$ cat src/rtl/apb_event_unit_mc_if.sv
// APB slave bus bundle for the multi-core event unit.
interface apb_event_unit_mc_if #(
   parameter int APB_ADDR_WIDTH = 12
);
   logic [APB_ADDR_WIDTH-1:0] PADDR;
   logic [31:0]               PWDATA;
   logic                      PWRITE;
   logic                      PSEL;
   logic                      PENABLE;
   logic [31:0]               PRDATA;
   logic                      PREADY;
   logic                      PSLVERR;

   modport master (
      output PADDR, PWDATA, PWRITE, PSEL, PENABLE,
      input  PRDATA, PREADY, PSLVERR
   );

   modport slave (
      input  PADDR, PWDATA, PWRITE, PSEL, PENABLE,
      output PRDATA, PREADY, PSLVERR
   );
endinterface

$ cat src/rtl/apb_event_unit_mc.sv
// Multi-core event/interrupt/sleep controller. Each core owns a bank of
// interrupt and event mask/pending registers, a lowest-index interrupt
// priority encoder with acknowledge, and a sleep FSM that drains the core,
// gates its clock and wakes it on any enabled interrupt or event.
module apb_event_unit_mc #(
   parameter int APB_ADDR_WIDTH = 12,
   parameter int NB_CORES       = 2,
   parameter int NB_LINES       = 32,
   parameter int ID_W           = $clog2(NB_LINES)
) (
   input  logic                     HCLK,
   input  logic                     HRESET,
   apb_event_unit_mc_if.slave       apb,
   input  logic [NB_LINES-1:0]      irq_i,
   input  logic [NB_LINES-1:0]      event_i,
   output logic [NB_CORES-1:0]      irq_req_o,
   output logic [NB_CORES*ID_W-1:0] irq_id_o,
   input  logic [NB_CORES-1:0]      irq_ack_i,
   input  logic [NB_CORES*ID_W-1:0] irq_ack_id_i,
   input  logic [NB_CORES-1:0]      core_busy_i,
   output logic [NB_CORES-1:0]      fetch_enable_o,
   output logic [NB_CORES-1:0]      core_clk_en_o
);

   localparam logic [3:0] REG_IRQ_MASK = 4'd0;
   localparam logic [3:0] REG_IRQ_PEND = 4'd1;
   localparam logic [3:0] REG_IRQ_SET  = 4'd2;
   localparam logic [3:0] REG_EVT_MASK = 4'd3;
   localparam logic [3:0] REG_EVT_PEND = 4'd4;
   localparam logic [3:0] REG_SLEEP    = 4'd5;
   localparam logic [3:0] REG_STATUS   = 4'd6;

   typedef enum logic [1:0] {
      ST_RUN   = 2'd0,
      ST_DRAIN = 2'd1,
      ST_SLEEP = 2'd2,
      ST_WAKE  = 2'd3
   } state_e;

   // Lowest set index of v; 0 when v is empty.
   function automatic logic [ID_W-1:0] lowest_idx(input logic [NB_LINES-1:0] v);
      logic [ID_W-1:0] idx;
      idx = '0;
      for (int i = NB_LINES - 1; i >= 0; i--) begin
         if (v[i]) idx = ID_W'(i);
      end
      return idx;
   endfunction

   // One-hot line vector for an ID; IDs beyond the line count select nothing.
   function automatic logic [NB_LINES-1:0] id_onehot(input logic [ID_W-1:0] id);
      logic [NB_LINES-1:0] oh;
      oh = '0;
      for (int i = 0; i < NB_LINES; i++) begin
         if (ID_W'(i) == id) oh[i] = 1'b1;
      end
      return oh;
   endfunction

   logic [APB_ADDR_WIDTH-1:0] paddr_w;
   logic [3:0]                core_idx;
   logic [3:0]                reg_idx;
   logic                      addr_ok;
   logic                      wr_en;
   logic [NB_LINES-1:0]       wdata_l;
   logic                      unused_bits;

   logic [NB_LINES-1:0] irq_mask_q [NB_CORES];
   logic [NB_LINES-1:0] irq_mask_d [NB_CORES];
   logic [NB_LINES-1:0] irq_pend_q [NB_CORES];
   logic [NB_LINES-1:0] irq_pend_d [NB_CORES];
   logic [NB_LINES-1:0] evt_mask_q [NB_CORES];
   logic [NB_LINES-1:0] evt_mask_d [NB_CORES];
   logic [NB_LINES-1:0] evt_pend_q [NB_CORES];
   logic [NB_LINES-1:0] evt_pend_d [NB_CORES];
   state_e              state_q    [NB_CORES];
   state_e              state_d    [NB_CORES];

   logic [NB_CORES-1:0] req_w;
   logic [NB_CORES-1:0] wake_w;
   logic [NB_CORES-1:0] sleep_wr;
   logic [ID_W-1:0]     id_w [NB_CORES];

   logic [31:0]         rdata;
   logic                slverr;

   assign paddr_w     = apb.PADDR;
   assign core_idx    = paddr_w[9:6];
   assign reg_idx     = paddr_w[5:2];
   assign addr_ok     = ({1'b0, core_idx} < 5'(NB_CORES)) && (reg_idx <= REG_STATUS);
   assign wr_en       = apb.PSEL & apb.PENABLE & apb.PWRITE & addr_ok;
   assign wdata_l     = apb.PWDATA[NB_LINES-1:0];
   assign unused_bits = ^{paddr_w[1:0], paddr_w[APB_ADDR_WIDTH-1:10], apb.PWDATA};

   // Per-core request, winning ID and wake condition from the current registers.
   always_comb begin
      req_w     = '0;
      wake_w    = '0;
      irq_req_o = '0;
      irq_id_o  = '0;
      for (int c = 0; c < NB_CORES; c++) begin
         id_w[c]                     = lowest_idx(irq_pend_q[c] & irq_mask_q[c]);
         req_w[c]                    = |(irq_pend_q[c] & irq_mask_q[c]);
         wake_w[c]                   = req_w[c] | (|(evt_pend_q[c] & evt_mask_q[c]));
         irq_req_o[c]                = req_w[c];
         irq_id_o[c*ID_W +: ID_W]    = id_w[c];
      end
   end

   // Register next-state: software clears first, then software set, then the
   // hardware line set, so a line pulse always survives a same-cycle clear.
   always_comb begin
      irq_mask_d = irq_mask_q;
      irq_pend_d = irq_pend_q;
      evt_mask_d = evt_mask_q;
      evt_pend_d = evt_pend_q;
      sleep_wr   = '0;
      for (int c = 0; c < NB_CORES; c++) begin
         if (wr_en && core_idx == 4'(c)) begin
            case (reg_idx)
               REG_IRQ_MASK: irq_mask_d[c] = wdata_l;
               REG_IRQ_PEND: irq_pend_d[c] = irq_pend_d[c] & ~wdata_l;
               REG_EVT_MASK: evt_mask_d[c] = wdata_l;
               REG_EVT_PEND: evt_pend_d[c] = evt_pend_d[c] & ~wdata_l;
               REG_SLEEP:    sleep_wr[c]   = 1'b1;
               default: ;
            endcase
         end
         if (irq_ack_i[c]) begin
            irq_pend_d[c] = irq_pend_d[c] & ~id_onehot(irq_ack_id_i[c*ID_W +: ID_W]);
         end
         if (wr_en && core_idx == 4'(c) && reg_idx == REG_IRQ_SET) begin
            irq_pend_d[c] = irq_pend_d[c] | wdata_l;
         end
         irq_pend_d[c] = irq_pend_d[c] | irq_i;
         evt_pend_d[c] = evt_pend_d[c] | event_i;
      end
   end

   // Sleep FSM next state and Moore outputs {fetch enable, clock enable}.
   always_comb begin
      state_d        = state_q;
      fetch_enable_o = '0;
      core_clk_en_o  = '1;
      for (int c = 0; c < NB_CORES; c++) begin
         case (state_q[c])
            ST_RUN: begin
               fetch_enable_o[c] = 1'b1;
               if (sleep_wr[c] && !wake_w[c]) state_d[c] = ST_DRAIN;
            end
            ST_DRAIN: begin
               if (wake_w[c])                state_d[c] = ST_RUN;
               else if (!core_busy_i[c])     state_d[c] = ST_SLEEP;
            end
            ST_SLEEP: begin
               core_clk_en_o[c] = 1'b0;
               if (wake_w[c]) state_d[c] = ST_WAKE;
            end
            ST_WAKE: begin
               state_d[c] = ST_RUN;
            end
            default: state_d[c] = ST_RUN;
         endcase
      end
   end

   // State registers with synchronous reset.
   always_ff @(posedge HCLK) begin
      if (HRESET) begin
         for (int c = 0; c < NB_CORES; c++) begin
            irq_mask_q[c] <= '0;
            irq_pend_q[c] <= '0;
            evt_mask_q[c] <= '0;
            evt_pend_q[c] <= '0;
            state_q[c]    <= ST_RUN;
         end
      end else begin
         irq_mask_q <= irq_mask_d;
         irq_pend_q <= irq_pend_d;
         evt_mask_q <= evt_mask_d;
         evt_pend_q <= evt_pend_d;
         state_q    <= state_d;
      end
   end

   // APB read mux and error flag; invalid accesses return zero.
   always_comb begin
      rdata  = '0;
      slverr = 1'b0;
      if (apb.PSEL) begin
         if (!addr_ok) begin
            slverr = 1'b1;
         end else begin
            for (int c = 0; c < NB_CORES; c++) begin
               if (core_idx == 4'(c)) begin
                  case (reg_idx)
                     REG_IRQ_MASK: rdata = 32'(irq_mask_q[c]);
                     REG_IRQ_PEND: rdata = 32'(irq_pend_q[c]);
                     REG_EVT_MASK: rdata = 32'(evt_mask_q[c]);
                     REG_EVT_PEND: rdata = 32'(evt_pend_q[c]);
                     REG_STATUS: begin
                        rdata[1:0]        = state_q[c];
                        rdata[8]          = req_w[c];
                        rdata[16 +: ID_W] = id_w[c];
                     end
                     default: ;
                  endcase
               end
            end
         end
      end
   end

   assign apb.PRDATA  = rdata;
   assign apb.PREADY  = 1'b1;
   assign apb.PSLVERR = slverr;

endmodule

$ cat src/flat_wrapper.sv
// flat-port wrapper written by rule: the top's interface ports become plain ports
module apb_event_unit_mc_flat 
#(
   parameter int APB_ADDR_WIDTH = 12,
   parameter int NB_CORES       = 2,
   parameter int NB_LINES       = 32,
   parameter int ID_W           = $clog2(NB_LINES)
)
  (HCLK, HRESET, irq_i, event_i, irq_req_o, irq_id_o, irq_ack_i, irq_ack_id_i, core_busy_i, fetch_enable_o, core_clk_en_o, apb_PADDR, apb_PWDATA, apb_PWRITE, apb_PSEL, apb_PENABLE, apb_PRDATA, apb_PREADY, apb_PSLVERR);
  apb_event_unit_mc_if #(.APB_ADDR_WIDTH(APB_ADDR_WIDTH)) apb_i ();
  input  logic HCLK;
  input  logic HRESET;
  input  logic [NB_LINES-1:0] irq_i;
  input  logic [NB_LINES-1:0] event_i;
  output logic [NB_CORES-1:0] irq_req_o;
  output logic [NB_CORES*ID_W-1:0] irq_id_o;
  input  logic [NB_CORES-1:0] irq_ack_i;
  input  logic [NB_CORES*ID_W-1:0] irq_ack_id_i;
  input  logic [NB_CORES-1:0] core_busy_i;
  output logic [NB_CORES-1:0] fetch_enable_o;
  output logic [NB_CORES-1:0] core_clk_en_o;
  input wire logic [$bits(apb_i.PADDR)-1:0] apb_PADDR;
  input wire logic [$bits(apb_i.PWDATA)-1:0] apb_PWDATA;
  input wire logic [$bits(apb_i.PWRITE)-1:0] apb_PWRITE;
  input wire logic [$bits(apb_i.PSEL)-1:0] apb_PSEL;
  input wire logic [$bits(apb_i.PENABLE)-1:0] apb_PENABLE;
  output wire logic [$bits(apb_i.PRDATA)-1:0] apb_PRDATA;
  output wire logic [$bits(apb_i.PREADY)-1:0] apb_PREADY;
  output wire logic [$bits(apb_i.PSLVERR)-1:0] apb_PSLVERR;
  assign apb_i.PADDR = apb_PADDR;
  assign apb_i.PWDATA = apb_PWDATA;
  assign apb_i.PWRITE = apb_PWRITE;
  assign apb_i.PSEL = apb_PSEL;
  assign apb_i.PENABLE = apb_PENABLE;
  assign apb_PRDATA = apb_i.PRDATA;
  assign apb_PREADY = apb_i.PREADY;
  assign apb_PSLVERR = apb_i.PSLVERR;
  apb_event_unit_mc #(.APB_ADDR_WIDTH(APB_ADDR_WIDTH), .NB_CORES(NB_CORES), .NB_LINES(NB_LINES), .ID_W(ID_W)) u_core (.HCLK(HCLK), .HRESET(HRESET), .apb(apb_i), .irq_i(irq_i), .event_i(event_i), .irq_req_o(irq_req_o), .irq_id_o(irq_id_o), .irq_ack_i(irq_ack_i), .irq_ack_id_i(irq_ack_id_i), .core_busy_i(core_busy_i), .fetch_enable_o(fetch_enable_o), .core_clk_en_o(core_clk_en_o));
endmodule
$ cat config.mk
export PLATFORM = sky130hd
export DESIGN_NAME = apb_event_unit_mc_flat
export DESIGN_NICKNAME = d
export VERILOG_FILES = /design/src/rtl/apb_event_unit_mc_if.sv /design/src/rtl/apb_event_unit_mc.sv /design/src/flat_wrapper.sv
export SDC_FILE = /design/constraint.sdc
export NUM_CORES = 1
export LEC_CHECK = 0
export ABC_AREA = 1
export CAP_MARGIN = 15
export CORE_MARGIN = 1
export CORE_UTILIZATION = 45
export CTS_BUF_LIST = sky130_fd_sc_hd__clkbuf_8
export CTS_CLUSTER_DIAMETER = 40
export DETAILED_ROUTE_END_ITERATION = 6
export GPL_TIMING_DRIVEN = 0
export PLACE_DENSITY = 0.63
export SYNTH_ARGS = -nofsm -noshare
export SYNTH_HDL_FRONTEND = slang
export SYNTH_SLANG_ARGS = --single-unit
$ cat constraint.sdc
create_clock -name HCLK -period 5 [get_ports HCLK]
set_input_delay 0.5 -clock HCLK [delete_from_list [all_inputs] [get_ports HCLK]]
set_output_delay 0.5 -clock HCLK [all_outputs]
set_load 0.05 [all_outputs]
==> results_tabular.tex <==
\begin{tabular}{lr}
\hline
Metric & Value \\
\hline
\multicolumn{2}{l}{\textbf{Layout}} \\
Post-layout instance area & 17,200 sq um \\
P\&R area growth vs syn & 22.8\% \\
Non-Filler Instances & 2,759 \\
Layout filler cell count & 3,041 \\
Number of nets in the finished design & 2,452 \\
Ratio of cells with drive above 1 in the final layout & 6.65\% \\
\multicolumn{2}{l}{\textbf{Synthesis}} \\
Commonest cells in the netlist & sky130\_fd\_sc\_hd\_\_inv\_1 (353), sky130\_fd\_sc\_hd\_\_nand2\_1 (300), sky130\_fd\_sc\_hd\_\_dfxtp\_1 (260), sky130\_fd\_sc\_hd\_\_nor2\_1 (190), sky130\_fd\_sc\_hd\_\_o21ai\_1 (186) \\
Adder-cell area share of the yosys netlist & 0\% \\
Cell with the most instances after synthesis & sky130\_fd\_sc\_hd\_\_inv\_1 \\
Sequential share of the synthesized area & 37.1\% \\
Share of the synthesized area in the top cell type & 37.1\% \\
Complex-gate fraction of the synthesized area & 31.0\% \\
Synthesized-area fraction occupied by and/or/nand/nor cells & 17.1\% \\
Post-synthesis xor/xnor area fraction & 0\% \\
Post-synthesis instance area & 14,000 sq um \\
Number of register bits inferred by synthesis & 260 \\
Post-synthesis cell type with the largest combined area & sky130\_fd\_sc\_hd\_\_dfxtp\_1 \\
Leading post-synthesis cells by cell area & sky130\_fd\_sc\_hd\_\_dfxtp\_1 (37\%), sky130\_fd\_sc\_hd\_\_inv\_1 (9.4\%), sky130\_fd\_sc\_hd\_\_nand2\_1 (8.0\%) \\
Dominant combinational cell family by area after synthesis & compound AO/OA/AOI/OAI gates \\
Count of unique library cells instantiated by Yosys & 40 \\
Share of flip-flops with an asynchronous set or reset after synthesis & 0\% \\
Warnings from Yosys & 0 \\
Number of flops mapped to enable cells by yosys & 0 \\
Mapped Cells & 2,119 \\
Multiplexer fraction of the synthesized cell area & 0\% \\
Prevailing post-synth register cell & sky130\_fd\_sc\_hd\_\_dfxtp\_1 \\
Mean post-synth cell area & 6.63 sq um \\
Post-synth net total & 2,246 \\
\multicolumn{2}{l}{\textbf{Power and ir drop}} \\
Leakage Power & 7.47 nW \\
Net switching share of the total power & 28.6\% \\
Clock share of power & 47.2\% \\
Proportion of power drawn by flip-flops and latches & 40.9\% \\
Switching power total & 0.00155 W \\
Total power density per cell area & 314 nW/um\^{}2 \\
Share of power burned in combinational logic & 11.9\% \\
Worst voltage drop across the vdd grid & 0.221 mV \\
Cell internal power dissipation & 0.00387 W \\
\multicolumn{2}{l}{\textbf{Critical path}} \\
Master of the slowest instance on the critical path & sky130\_fd\_sc\_hd\_\_buf\_1 \\
Sequence of cells on the critical path & clkdlybuf4s50\_1 > nor2\_1 > inv\_2 > nor2\_1 > clkbuf\_1 > buf\_1 > a21oi\_1 > a311oi\_1 > clkdlybuf4s50\_1 \\
Worst Setup Start Kind & input port \\
Arrival time of the worst setup path & 4540 ps \\
Largest fanout of any net on the critical path & 10 \\
Req. time, crit path & 4500 ps \\
Type of destination of the critical path & primary output \\
Internal reg-to-reg setup slack & 1640 ps \\
Highest cell delay on the worst timing path & 960 ps \\
Critical path buffers and inverters & 5 \\
Kind of cell with the highest combined delay on the critical path & buffers and inverters \\
Kind of critical path & in2out \\
\multicolumn{2}{l}{\textbf{Timing}} \\
Slew at the pin with the worst max-slew slack & 1300 ps \\
Setup tns final & -43.3 ps \\
Worst clock skew on the final layout & 19.1 ps \\
RSZ-0062 raised after global routing & no \\
Period Utilization, post-route & 101\% \\
Final critical-path setup slack & -43.3 ps \\
Timing-limited maximum frequency & 198 MHz \\
WHS & 242 ps \\
Final setup violating endpoints & 1 \\
Fin. Hold Viols & 0 \\
Max\_slew headroom & 13.3\% \\
Number of pins with negative max-slew slack in the final report & 0 \\
Clock period minus final worst setup slack & 5040 ps \\
\multicolumn{2}{l}{\textbf{CTS}} \\
Worst-skew pair later-pin latency & 630 ps \\
Setup Buffers After CTS & 0 \\
Clock transition at path regs & 60 ps \\
Clock tree from TritonCTS & built \\
Number of buffers created by CTS & 52 \\
Max Buffers Root-to-Sink & 3 \\
Sink count of the clock tree & 260 \\
H-tree lvl count & 2 \\
Clock root cell & sky130\_fd\_sc\_hd\_\_clkbuf\_8 \\
\multicolumn{2}{l}{\textbf{Placement}} \\
Weighted congestion at the end of routability-driven global placement & 1.11 \\
Placed cells & 2,667 \\
Area post-placement & 16,100 sq um \\
Setup WS pre-CTS & 71.0 ps \\
Number of port buffers & 152 \\
HPWL reported at the end of detailed placement & 57,800 microns \\
\multicolumn{2}{l}{\textbf{GRT}} \\
Vias in the first global route & 16,400 \\
First-pass GRT wire length & 110,000 microns \\
Overall global routing resource usage & 49.2\% \\
Total global routing overflow & 0 \\
Initial antenna violation count & 4 \\
Largest net degree at the start of global routing & 14 \\
\multicolumn{2}{l}{\textbf{Run status}} \\
Outcome & complete, but fails checks \\
Violations in the final reports & design-rule violations, negative setup slack \\
\multicolumn{2}{l}{\textbf{Drt}} \\
Detail Route Antenna Nets & 0 \\
First-pass iteration count of the detailed router & 7 \\
Iteration-0 DRC count of the detailed router & 3,092 \\
Via count & 17,700 \\
Drc violations & 1 \\
Wire length after detailed routing & 78,900 microns \\
Avg Vias per Cell & 6.42 \\
Detail-routed net length per standard cell & 28.6 microns \\
\multicolumn{2}{l}{\textbf{Floorplanning}} \\
Die width & 179 microns \\
Chip height & 179 microns \\
Area enclosed by the die boundary & 31,900 sq um \\
Initial core utilization & 45.8\% \\
Std-Cell Rows & 64 \\
Top Ports & 177 \\
Core box area & 30,700 sq um \\
\multicolumn{2}{l}{\textbf{Min path}} \\
Tightest Hold Check Type & in2reg \\
\multicolumn{2}{l}{\textbf{Job}} \\
Number of max-cap violations & 0 \\
\hline
\end{tabular}
## metrics by stage
stage / util [%] / total power, W
CTS: 56.2 / 0.00533
global route: 56.2 / 0.00549
detailed placement: 52.4 / 0.00286
global placement: 52.4 / 0.00285
floorplan: - / 0.00255
finish: 56.2 / 0.00541
## layout by cell type (no fill, tap or decap), drive strengths merged
cell,count
a31oi,79
a2111oi,10
a211oi,32
diode,3
a22oi,1
nand3b,1
nand4,3
nor2,191
a311oi,3
clkinvlp,1
nand3,52
dlymetal6s2s,1
a221oi,41
clkdlybuf4s50,150
o221ai,15
buf,24
clkinv,12
o21bai,2
o2111ai,6
nor4,2
or2,2
nand2,313
dfxtp,260
a21boi,4
inv,399
nor3,30
a21oi,185
conb,1
o22ai,61
clkbuf,187
o31ai,66
o21ai,220
bufinv,6
## tightest hold or removal path, cell delays in order
cell and delay, ps:
sky130_fd_sc_hd__buf_4 150, sky130_fd_sc_hd__o21ai_1 80, sky130_fd_sc_hd__a21oi_1 100
## layer usage
layer / GRT usage (%) / up-vias / wire, microns
met5: 0 / - / 41
met4: 36.2 / 6 / 7110
met3: 21.1 / 444 / 13500
met2: 66.0 / 1649 / 29500
met1: 61.7 / 8072 / 28800
li1: - / 7529 / -
## worst paths after layout
check | from | end | depth (start not counted)
min | apb_PWDATA[12] | u_core.evt_mask_q[12] | 3
min reg2reg | u_core.evt_mask_q[43] | u_core.evt_mask_q[43] | 2
max reg2reg | u_core.irq_pend_q[60] | flip-flop | 11
max | apb_PADDR[5] | apb_PRDATA[26] | 9
## kinds of logic after synthesis
kind of cell	count (synthesis)
AO/OA/AOI/OAI	725
AND/OR/NAND/NOR	594
buffers and inverters	539
flip-flops	260
other	1
## layout make-up
class                           instances  area [sq um]  area share (%)
Tap cell                              396           495            2.87
Sequential cell                       260          5200            30.2
Antenna cell                            3          7.51          0.0435
Clock buffer                           67           922            5.35
Clock inverter                         22           256            1.49
Buffer                                143           597            3.46
Multi-Input combinational cell       1320          6750            39.2
Timing Repair Buffer                  152          1520            8.81
Inverter                              396          1490            8.62
## power by group through the flow
stage          Combinational [W]  Sequential (W)  Clock, W
2_1_floorplan           0.000319         0.00223         0
3_3_place_gp            0.000597         0.00225         0
3_5_place_dp            0.000605         0.00225         0
4_1_cts                 0.000608         0.00221   0.00252
5_1_grt                 0.000672         0.00222   0.00260
6_report                0.000644         0.00221   0.00255
## state kept, by name, summed over array words and instances, names as in the netlist, named ones only
signal and cells:
u_core.evt_pend_q 64, u_core.irq_pend_q 64, u_core.state_q 2, u_core.evt_mask_q 64, u_core.irq_mask_q 64
## repair_timing
| action | 4_1_cts | 5_1_grt |
|---|---|---|
| endpoints found under the setup margin | 1 | 3 |
| hold buffers | 0 | 0 |
| resized for setup | 1 | 7 |
| hold endpoints to repair | 0 | 0 |
Note: power is estimated with default switching activity, not from simulation.
